## config.mk

```make
export PLATFORM = sky130hd
export DESIGN_NAME = avr_dma_master
export DESIGN_NICKNAME = d
export VERILOG_FILES = /design/src/rtl/avr_dma_master.sv
export SDC_FILE = /design/constraint.sdc
export NUM_CORES = 1
export LEC_CHECK = 0
export CORE_ASPECT_RATIO = 2
export CORE_MARGIN = 5
export CORE_UTILIZATION = 35
export CTS_CLUSTER_SIZE = 28
export DETAILED_ROUTE_END_ITERATION = 12
export SYNTH_ARGS = -nofsm -noshare
export SYNTH_HDL_FRONTEND = slang
export SYNTH_SLANG_ARGS = --single-unit
```

## constraint.sdc

```tcl
create_clock -name clk -period 2.7 [get_ports clk]
set_clock_uncertainty 0.05 [all_clocks]
set_input_delay 0.27 -clock clk [delete_from_list [all_inputs] [get_ports clk]]
set_output_delay 0.27 -clock clk [all_outputs]
set_load 0.01 [all_outputs]
```

## src/rtl/avr_dma_master.sv

```systemverilog
// Bus-initiator byte copy engine for the AVR data space, arbitrating with the CPU via bus_req/bus_gnt.
// Optional fill mode (constant byte written to a range) is built when AVR_DMA_FILL_EN is defined.
module avr_dma_master #(
  parameter int unsigned LENBITS = 12
) (
  input  logic               clk,
  input  logic               reset,
  input  logic               start,
  input  logic [15:0]        src,
  input  logic [15:0]        dst,
  input  logic [LENBITS-1:0] len,
  input  logic               fill,
  input  logic [7:0]         fill_val,
  input  logic               abort,
  output logic               bus_req,
  input  logic               bus_gnt,
  output logic [15:0]        data_addr,
  output logic               data_ren,
  output logic               data_wen,
  output logic [7:0]         data_write,
  input  logic [7:0]         data_read,
  output logic               busy,
  output logic               done,
  output logic [LENBITS-1:0] remaining
);

  typedef enum logic [2:0] {
    IDLE,
    REQ,
    RD,
    CAP,
    WR
  } state_t;

  state_t             state, state_nxt;
  logic [15:0]        src_cur, dst_cur;
  logic [LENBITS-1:0] rem;
  logic [7:0]         hold;
  logic               done_r;
  logic               write_fire;
  logic               accept;
  logic               last_byte;

`ifdef AVR_DMA_FILL_EN
  logic               fill_mode;
  logic [7:0]         fill_byte;
`else
  logic               fill_mode;
  logic [7:0]         fill_byte;
  logic               unused_fill;
  assign unused_fill = ^{fill, fill_val};
  assign fill_mode   = 1'b0;
  assign fill_byte   = '0;
`endif

  assign accept    = (state == IDLE) && start && !abort;
  assign last_byte = (rem == LENBITS'(1));

  always_comb begin
    state_nxt  = state;
    data_addr  = '0;
    data_ren   = 1'b0;
    data_wen   = 1'b0;
    data_write = '0;
    write_fire = 1'b0;
    case (state)
      IDLE: begin
        if (accept && (len != '0)) state_nxt = REQ;
      end
      REQ: begin
        if (abort)        state_nxt = IDLE;
        else if (bus_gnt) state_nxt = fill_mode ? WR : RD;
      end
      RD: begin
        data_addr = src_cur;
        data_ren  = bus_gnt;
        if (abort)        state_nxt = IDLE;
        else if (bus_gnt) state_nxt = CAP;
      end
      CAP: begin
        data_addr = src_cur;
        state_nxt = abort ? IDLE : WR;
      end
      WR: begin
        // a write strobed alongside abort still lands; only the follow-on is dropped
        data_addr  = dst_cur;
        data_write = fill_mode ? fill_byte : hold;
        data_wen   = bus_gnt;
        write_fire = bus_gnt;
        if (abort)        state_nxt = IDLE;
        else if (bus_gnt) state_nxt = last_byte ? IDLE : (fill_mode ? WR : RD);
      end
      default: state_nxt = IDLE;
    endcase
  end

  always_ff @(posedge clk) begin
    if (!reset) begin
      state   <= IDLE;
      src_cur <= '0;
      dst_cur <= '0;
      rem     <= '0;
      hold    <= '0;
      done_r  <= 1'b0;
    end else begin
      state  <= state_nxt;
      done_r <= 1'b0;
      if (accept) begin
        src_cur <= src;
        dst_cur <= dst;
        rem     <= len;
        if (len == '0) done_r <= 1'b1;
      end
      if (state == CAP) hold <= data_read;
      if (write_fire) begin
        src_cur <= src_cur + 16'd1;
        dst_cur <= dst_cur + 16'd1;
        rem     <= rem - LENBITS'(1);
        if (last_byte && !abort) done_r <= 1'b1;
      end
    end
  end

`ifdef AVR_DMA_FILL_EN
  always_ff @(posedge clk) begin
    if (!reset) begin
      fill_mode <= 1'b0;
      fill_byte <= '0;
    end else if (accept) begin
      fill_mode <= fill;
      fill_byte <= fill_val;
    end
  end
`endif

  assign busy      = (state != IDLE);
  assign bus_req   = (state != IDLE);
  assign done      = done_r;
  assign remaining = rem;

endmodule
```

==> impl_metrics.tcl, run 1 <==
set metrics [dict create \
    crit_chain "inv_1 -> nor3_2 -> buf_4 -> a22o_1 -> clkdlybuf4s50_1" \
    cp_slowest_stage_delay_ns 0.55 \
    cts_tree "yes" \
    fmax_ghz 0.401 \
    yosysSeqAreaShare 0.351 \
    numClockSinks 56 \
    cts_max_level 2 \
    ys_types 48 \
    hold_class "reg2reg" \
    max_slew_margin 0.596 \
    drive_gt1_frac 0.0675 \
    yosysTopAreaCellShare 0.351 \
    std_cell_rows 49 \
    syn_avg_cell_area_um2 8.02 \
    power.density_nw_per_um2 432 \
    synth_compound_area_frac 0.287 \
    drc 0 \
    antenna_cells 0 \
    synth_fa_ha_area_frac 0.0188 \
    synth-xor-area-share 0.00274 \
    p_comb_frac 0.173 \
    cts_buffer_depth 2 \
    final_util 0.497 \
    placed_cell_area_um2 4300 \
    peakVddDrop_uv 292 \
    ys_ff_latch 56 \
    fin_crit_sh 0.922 \
    worstPathArrival_ns 2.17 \
    design_area_um2 4450 \
    nNetsFinal 558 \
    hold_viol 0 \
    vias_per_cell 5.93 \
    nFillCells 924 \
    syn_area_um2 3200 \
    chipHeight_um 145 \
    p_switching_uw 511 \
    setup_tns_ns 0 \
    synth_most_common_cell "dfxtp_1" \
    drt-initial-drc-count 210 \
    clkPwrFrac 0.347 \
    grt_setup_unrepaired "no" \
    grt_overflow 0 \
    antenna_found_initial 0 \
    synth_fp_nets 469 \
    tightest_slew_ns 0.600 \
    syn_inst 399 \
    die-width_um 77.6 \
    status "finished, final reports clean" \
    ys.flop_type "dfxtp_1" \
    synth_top_family_by_area "simple AND/OR/NAND/NOR gates" \
    grt_max_degree 52 \
    setup_viol 0 \
    wl_mm 10.7 \
    crit_path_start_kind "register" \
    cp.required_ns 2.38 \
    cts_setup_buffers 0 \
    synth-async-reset-ratio 0 \
    switching_share 0.266 \
    clk_latency_ns 0.30 \
    critical-path-slowest-cell "clkdlybuf4s50_1" \
    gp_congestion 0.869 \
    synth_edf_count 0 \
    first_global_vias 3546 \
    path_max_fanout 25 \
    port-buffer-count 97 \
    cap_viol_max_count 0 \
    grt_pass1_wl_mm 17.8 \
    wl_per_cell_um 18.2 \
    p_leak_nw 1.46 \
    track_usage 0.191 \
    synth_mux_area_frac 0 \
    synth_simple_gate_area_frac 0.288 \
    end_kind "primary output" \
    cts_hold_buf 0 \
    clk_pin_slew_worst_paths_ns 0.07 \
    pwr-share-seq 0.480 \
    synth_area_leaders "dfxtp_1 35%, a21oi_1 4.7%, nand2_1 4.7%, nand3_1 4.5%, a31oi_1 4.5%" \
    clockRootBuffer "clkbuf_16" \
    start_util 0.357 \
    slew_viol_final 0 \
    period_minus_slack_ns 2.49 \
    vias 3505 \
    dp_hpwl_mm 8.02 \
    setup.worst_path.class "reg2out" \
    p_int_mw 1.41 \
    synth_commonest_cells "56 x dfxtp_1, 40 x nand2_1, 30 x a21oi_1, 29 x nand3_1, 23 x a31oi_1" \
    synthToLayoutAreaGrowth_pct 39.2 \
    drt_first_pass_iters 4 \
    postRouteAntennaNets 0 \
    fp.coreArea_um2 8950 \
    yosysWarnings 0 \
    ios 107 \
    cts.repair.resized 0 \
    die_area_um2 11300 \
    numCtsBuffers 5 \
    yosysTopAreaCell "dfxtp_1" \
]
==> power by group through the flow <==
stage | sequential (mW) | clock [mW] | combinational [mW]
after floorplan | 0.929 | 0 | 0.158
after global placement | 0.941 | 0 | 0.330
after detailed placement | 0.942 | 0 | 0.333
after CTS | 0.923 | 0.687 | 0.335
after global routing | 0.932 | 0.713 | 0.363
final | 0.924 | 0.668 | 0.332
==> placed cells by master, fill, tap and decap left out, types with 3 or more instances in the layout <==
master	instances
buf_4	13
nand2_1	40
nand4_1	11
or2_2	4
a211oi_1	3
or4_1	8
a21oi_1	30
clkdlybuf4s50_1	97
o211ai_1	18
a22o_1	16
a22oi_1	6
ha_1	4
dfxtp_1	56
inv_1	7
o21ai_0	8
o311ai_0	5
nand3_1	29
o22ai_1	3
nor3_1	7
clkbuf_16	5
and3_1	5
a31oi_1	23
or3_1	18
and2_1	12
nor2_1	13
nor4_1	7
a2bb2oi_1	7
==> final timing paths <==
path,start,end,slack [ns],depth (start not counted)
worst max register to register,state[2]$_SDFFE_PN0P_,remaining[11]$_SDFFE_PN0P_,0.62,5
worst min register to register,hold[1]$_SDFFE_PN0N_,hold[1]$_SDFFE_PN0N_,0.40,2
worst max-delay path,state[2]$_SDFFE_PN0P_,data_addr[1],0.21,5
worst min-delay path,hold[1]$_SDFFE_PN0N_,hold[1]$_SDFFE_PN0N_,0.40,2
==> area by class of cell <==
type | instances | area, um2 | share of cell area
Multi-Input combinational cell | 304 | 1910 | 0.430
Tap cell | 102 | 128 | 0.0287
Timing Repair Buffer | 112 | 1110 | 0.249
Clock inverter | 2 | 10.0 | 0.00225
Clock buffer | 6 | 139 | 0.0312
Inverter | 9 | 33.8 | 0.00759
Sequential cell | 56 | 1120 | 0.252
==> registers in the layout (all words and copies together) (netlist names) <==
signal,cells
src_cur,16
state,3
dst_cur,16
remaining,12
hold,8
done,1
==> per-stage QoR <==
| stage | hold WS [ns] | setup slack (ns) | std cells | power [mW] |
|---|---|---|---|---|
| floorplan | 0.370 | 0.804 | 399 | 1.09 |
| global placement | 0.387 | 0.330 | 583 | 1.27 |
| detailed placement | 0.395 | 0.271 | 583 | 1.27 |
| CTS | 0.404 | 0.191 | 591 | 1.94 |
| global route | 0.420 | 0.0831 | 591 | 2.01 |
| finish | 0.403 | 0.209 | 591 | 1.92 |
==> critical path: cells and delay by family, from the launching register on <==
family	cells	cell delay, ns
simple gates	1	0.12
compound gates	1	0.22
flops	1	0.54
buf+inv	3	0.99
==> cell families after synthesis <==
group | Yosys count
AO/OA/AOI/OAI | 132
XOR/XNOR | 1
adder cells (fa/ha/maj) | 5
buffers and inverters | 39
flip-flops | 56
AND/OR/NAND/NOR | 166
==> layer usage <==
layer | GRT usage | wire length [um] | vias to the layer above
met4 | 0.0585 | 189 | 0
met1 | 0.219 | 4210 | 1682
li1 | - | - | 1721
met2 | 0.347 | 5860 | 90
met3 | 0.0354 | 491 | 12
met5 | 0 | 0 | -
(Power assumes the default switching activity.)
==> run 2, diff against run 1 <==
- CTS_BUF_LIST: not set -> sky130_fd_sc_hd__clkbuf_4 sky130_fd_sc_hd__clkbuf_8
==> run 2 against run 1 <==
Compared with the run above:
- flip-flop and latch count stayed put
- clock power is 28% lower
- design area is 1.3% lower
- die area stayed put
- hold slack better by 0.0036 ns
- first-iteration DRC count is 7.6% higher
- utilization is 0.63 points lower
- count of clock-buffer cells in the layout stayed put
- combinational power hardly changed
==> impl_metrics.tcl, run 2 (synthesis results as in run 1) <==
set metrics [dict create \
    cts_max_level 2 \
    r2r_cells 5 \
    grt_setup_unrepaired "no" \
    worstHoldEndpoint "hold[1]$_SDFFE_PN0N_" \
    cts_setup_buffers 0 \
    min_from "hold[1]$_SDFFE_PN0N_" \
    grt_overflow 0 \
    setup_viol 0 \
    whs_path_depth 2 \
    path_max_fanout 25 \
    cp.required_ns 2.38 \
    port-buffer-count 97 \
    critPathBufInv 3 \
    gp_congestion 0.869 \
    cap_viol_max_count 0 \
    peakVddDrop_uv 233 \
    r2r-end "remaining[11]$_SDFFE_PN0P_" \
    vias_per_cell 5.92 \
    first_global_vias 3541 \
    slew_viol_final 0 \
    hold_viol 0 \
    clockRootBuffer "clkbuf_8" \
    clk_pin_slew_worst_paths_ns 0.10 \
    die-width_um 77.6 \
    pre_cts_ws_ns 0.271 \
    setup.worst_path.class "reg2out" \
    final_common_cell "clkdlybuf4s50_1" \
    die_area_um2 11300 \
    max_slew_margin 0.612 \
    hold_class "reg2reg" \
    synthToLayoutAreaGrowth_pct 37.5 \
    drive_gt1_frac 0.0675 \
    cts_hold_buf 0 \
    worst_slack_ns 0.184 \
    track_usage 0.190 \
    worstPathArrival_ns 2.20 \
    tightest_slew_ns 0.576 \
    wl_per_cell_um 18.2 \
    start_util 0.357 \
    setup_tns_ns 0 \
    grt_pass1_wl_mm 17.8 \
    drt_first_pass_iters 4 \
    crit_chain "inv_1 -> nor3_2 -> buf_4 -> a22o_1 -> clkdlybuf4s50_1" \
    power.density_nw_per_um2 396 \
    rrSetupSlack_ns 0.61 \
    antenna_cells 0 \
    end_kind "primary output" \
    crit_family "buffers and inverters" \
    p_leak_nw 1.43 \
    wl_mm 10.8 \
    drt-initial-drc-count 226 \
    crit_path_start_kind "register" \
    fmax_ghz 0.397 \
    fin_crit_sh 0.932 \
    nFillCells 929 \
    grt_max_degree 52 \
    cts_buffer_depth 2 \
    crit_cells 5 \
    cts_tree "yes" \
    status "finished, final reports clean" \
    dp_hpwl_mm 8.02 \
    numClockSinks 56 \
    cts.repair.resized 0 \
    clk_latency_ns 0.32 \
    nNetsFinal 558 \
    final_cell_mix "97 x clkdlybuf4s50_1, 56 x dfxtp_1, 40 x nand2_1" \
    std_cell_rows 49 \
    cp_slowest_stage_delay_ns 0.55 \
    ios 107 \
    drc 0 \
    chipHeight_um 145 \
    critical-path-slowest-cell "dfxtp_1" \
    period_minus_slack_ns 2.52 \
    numCtsBuffers 5 \
    r2r-start "state[2]$_SDFFE_PN0P_" \
    vias 3496 \
    antenna_found_initial 0 \
    postRouteAntennaNets 0 \
    fp.coreArea_um2 8950 \
]
==> run 2: cell counts in the layout (fill, tap and decap cells not counted) <==
No cell type changed its count.
==> run 2: worst max-delay path by stage <==
| stage | startpoint | to | slack, ns |
|---|---|---|---|
| after floorplan | state[1]$_SDFFE_PN0P_ | dst_cur[11]$_SDFFE_PN0P_ | 0.80 |
| after global placement | bus_gnt | remaining[11]$_SDFFE_PN0P_ | 0.33 |
| after detailed placement | bus_gnt | remaining[11]$_SDFFE_PN0P_ | 0.27 |
| after CTS | state[2]$_SDFFE_PN0P_ | data_addr[12] | 0.15 |
| after global routing | state[2]$_SDFFE_PN0P_ | data_addr[0] | 0.04 |
| final | state[2]$_SDFFE_PN0P_ | data_addr[15] | 0.18 |
==> run 2: per-layer routing <==
metal  share of wire  global-route usage
met3           0.051              0.0347
met4           0.017              0.0559
met2            0.54               0.347
met5               0                   0
met1            0.39               0.217
==> run 2: worst reg2reg max path: cells and delay by family (launching register included) <==
kind                   cells  cell delay [ns]
AOI/OAI and AO/OA          1             0.18
DFF                        1             0.55
buffers and inverters      1             0.20
and+or+nand+nor            3             1.05
==> run 2: stage by stage <==
stage | power [mW] | utilization | area (um2) | std cells | hold WS, ns
after floorplan | 1.09 | - | 3200 | 399 | 0.370
after global placement | 1.27 | 0.481 | 4300 | 583 | 0.387
after detailed placement | 1.27 | 0.481 | 4300 | 583 | 0.395
after CTS | 1.77 | 0.491 | 4400 | 591 | 0.409
after global routing | 1.82 | 0.491 | 4400 | 591 | 0.425
final | 1.74 | 0.491 | 4400 | 591 | 0.406
==> run 2: power by group <==
part,internal [mW],leakage [nW],switching (mW)
Combinational,0.180,0.922,0.153
Sequential,0.866,0.456,0.0580
Clock,0.206,0.0510,0.278
Total,1.25,1.43,0.489
==> run 2: area by class of cell <==
type	count	area, um2	area share
tap	102	128	0.0290
multi-input combinational	304	1910	0.435
clock buffer	6	82.6	0.0188
sequential	56	1120	0.255
inverter	9	33.8	0.00768
clock inverter	2	10.0	0.00228
timing repair buffer	112	1110	0.252
==> run 3, diff against run 2 <==
- PLACE_DENSITY_LB_ADDON: not set -> 0.3
==> run 3 against run 2 <==
Compared with the run above:
- sequential share of layout area decreased by 0.10 points
- fmax increased by 0.35%
- register-to-register slack got worse by 0.26 ns
- via count increased by 1.3%
- routed wire length decreased by 0.46%
- clock power increased by 3%
- global-route usage decreased by 0.42 points
- non-clock buffer count unchanged
- die area unchanged
- largest power group unchanged
- combinational power increased by 1%
- utilization increased by 0.20 points
- largest cell class unchanged
- highest routed layer unchanged
==> impl_metrics.tcl, run 3 (synthesis results as in run 1) <==
set metrics [dict create \
    port-buffer-count 97 \
    power.density_nw_per_um2 399 \
    setup_viol 0 \
    wl_per_cell_um 18.1 \
    hold_viol 0 \
    hold_class "reg2reg" \
    r2r_cells 5 \
    first_global_vias 3458 \
    grt_setup_unrepaired "no" \
    setup_tns_ns 0 \
    gp_congestion 0.838 \
    wl_mm 10.7 \
    nFillCells 907 \
    grt_overflow 0 \
    grt_use_met3 0.0366 \
    die_area_um2 11300 \
    r2r-end "dst_cur[7]$_SDFFE_PN0P_" \
    peakVddDrop_uv 248 \
    postRouteAntennaNets 0 \
    drt_first_pass_iters 5 \
    gr-max-usage-layer "met2" \
    cap_viol_max_count 0 \
    r2r-start "state[1]$_SDFFE_PN0P_" \
    use_met1 0.204 \
    end_kind "primary output" \
    grt_util_met2 0.325 \
    final_common_cell "clkdlybuf4s50_1" \
    cts_buffer_depth 2 \
    clk_latency_ns 0.32 \
    worstHoldEndpoint "hold[0]$_SDFFE_PN0N_" \
    hold_ws_ns 0.406 \
    vias 3542 \
    nNetsFinal 558 \
    track_usage 0.185 \
    fmax_ghz 0.399 \
    grt_pass1_wl_mm 17.2 \
    cts_hold_buf 0 \
    slew_viol_final 0 \
    cts.repair.resized 0 \
    std_cell_rows 49 \
    crit_path_start_kind "register" \
    tightest_slew_ns 1.15 \
    antenna_found_initial 0 \
    cp.required_ns 2.38 \
    fin_crit_sh 0.929 \
    whs_path_depth 2 \
    cts_setup_buffers 0 \
    cts_max_level 2 \
    min_from "hold[0]$_SDFFE_PN0N_" \
    p_leak_nw 1.43 \
    grt_max_degree 52 \
    numClockSinks 56 \
    die-width_um 77.6 \
    drt-initial-drc-count 197 \
    chipHeight_um 145 \
    path_max_fanout 20 \
    drive_gt1_frac 0.0675 \
    synthToLayoutAreaGrowth_pct 38.0 \
    setup.worst_path.class "reg2out" \
    max_slew_margin 0.231 \
    period_minus_slack_ns 2.51 \
    start_util 0.357 \
    ios 107 \
    final_cell_mix "97 x clkdlybuf4s50_1, 56 x dfxtp_1, 40 x nand2_1" \
    status "finished, final reports clean" \
    worstPathArrival_ns 2.19 \
    antenna_cells 0 \
    clockRootBuffer "clkbuf_8" \
    drc 0 \
    vias_per_cell 5.99 \
    fp.coreArea_um2 8950 \
    cts_tree "yes" \
    dp_hpwl_mm 7.99 \
    numCtsBuffers 5 \
    clk_pin_slew_worst_paths_ns 0.10 \
    rrSetupSlack_ns 0.35 \
]
[run 3: cell types whose count changed in the layout (fill, tap and decap cells not counted)]
cell,delta
buf_12,+1
clkbuf_4,+1
clkinv_2,-2
clkinvlp_4,+1
buf_4,-1
[run 3: how the worst max path moves through the flow]
stage | endpoint | slack (ns) | from | cells after the start
floorplan | dst_cur[11]$_SDFFE_PN0P_ | 0.80 | state[1]$_SDFFE_PN0P_ | 6
global placement | remaining[11]$_SDFFE_PN0P_ | 0.24 | bus_gnt | 7
detailed placement | remaining[11]$_SDFFE_PN0P_ | 0.17 | bus_gnt | 7
CTS | data_addr[12] | 0.17 | state[1]$_SDFFE_PN0P_ | 4
global route | data_addr[15] | 0.05 | state[1]$_SDFFE_PN0P_ | 4
finish | data_addr[15] | 0.19 | state[1]$_SDFFE_PN0P_ | 4
[run 3: area by class of cell]
cell class	instances	area, um2	area share
repair buffers	112	1120	0.254
flip-flops and latches	56	1120	0.254
multi-input cells	304	1910	0.433
inverters	9	33.8	0.00765
clock buffers	7	90.1	0.0204
clock inverters	1	7.51	0.00170
well taps	102	128	0.0289
[run 3: per-stage QoR]
stage	setup WS [ns]	power [mW]	std cells	area [um2]	util
after floorplan	0.804	1.09	399	3200	-
after global routing	0.0492	1.85	591	4410	0.493
after CTS	0.173	1.78	591	4410	0.493
final	0.192	1.76	591	4410	0.493
after detailed placement	0.170	1.28	583	4320	0.482
after global placement	0.239	1.27	583	4320	0.482
[run 3: worst max-delay path: stages, from the launching register on]
cell and delay, ns:
dfxtp_1 0.52, nor2b_2 0.40, buf_12 0.20, a22o_1 0.18
clkdlybuf4s50_1 0.55
[run 3: routing by layer]
metal | routed length [um] | vias to the layer above
met5 | 0 | -
met3 | 575 | 26
met2 | 5670 | 119
met1 | 4050 | 1682
met4 | 412 | 0
li1 | - | 1715
[run 3: where the power goes]
group	total, mW	internal [mW]	switching (mW)
Combinational	0.336	0.182	0.154
Sequential	0.924	0.866	0.0578
Clock	0.500	0.219	0.281
Total	1.76	1.27	0.492
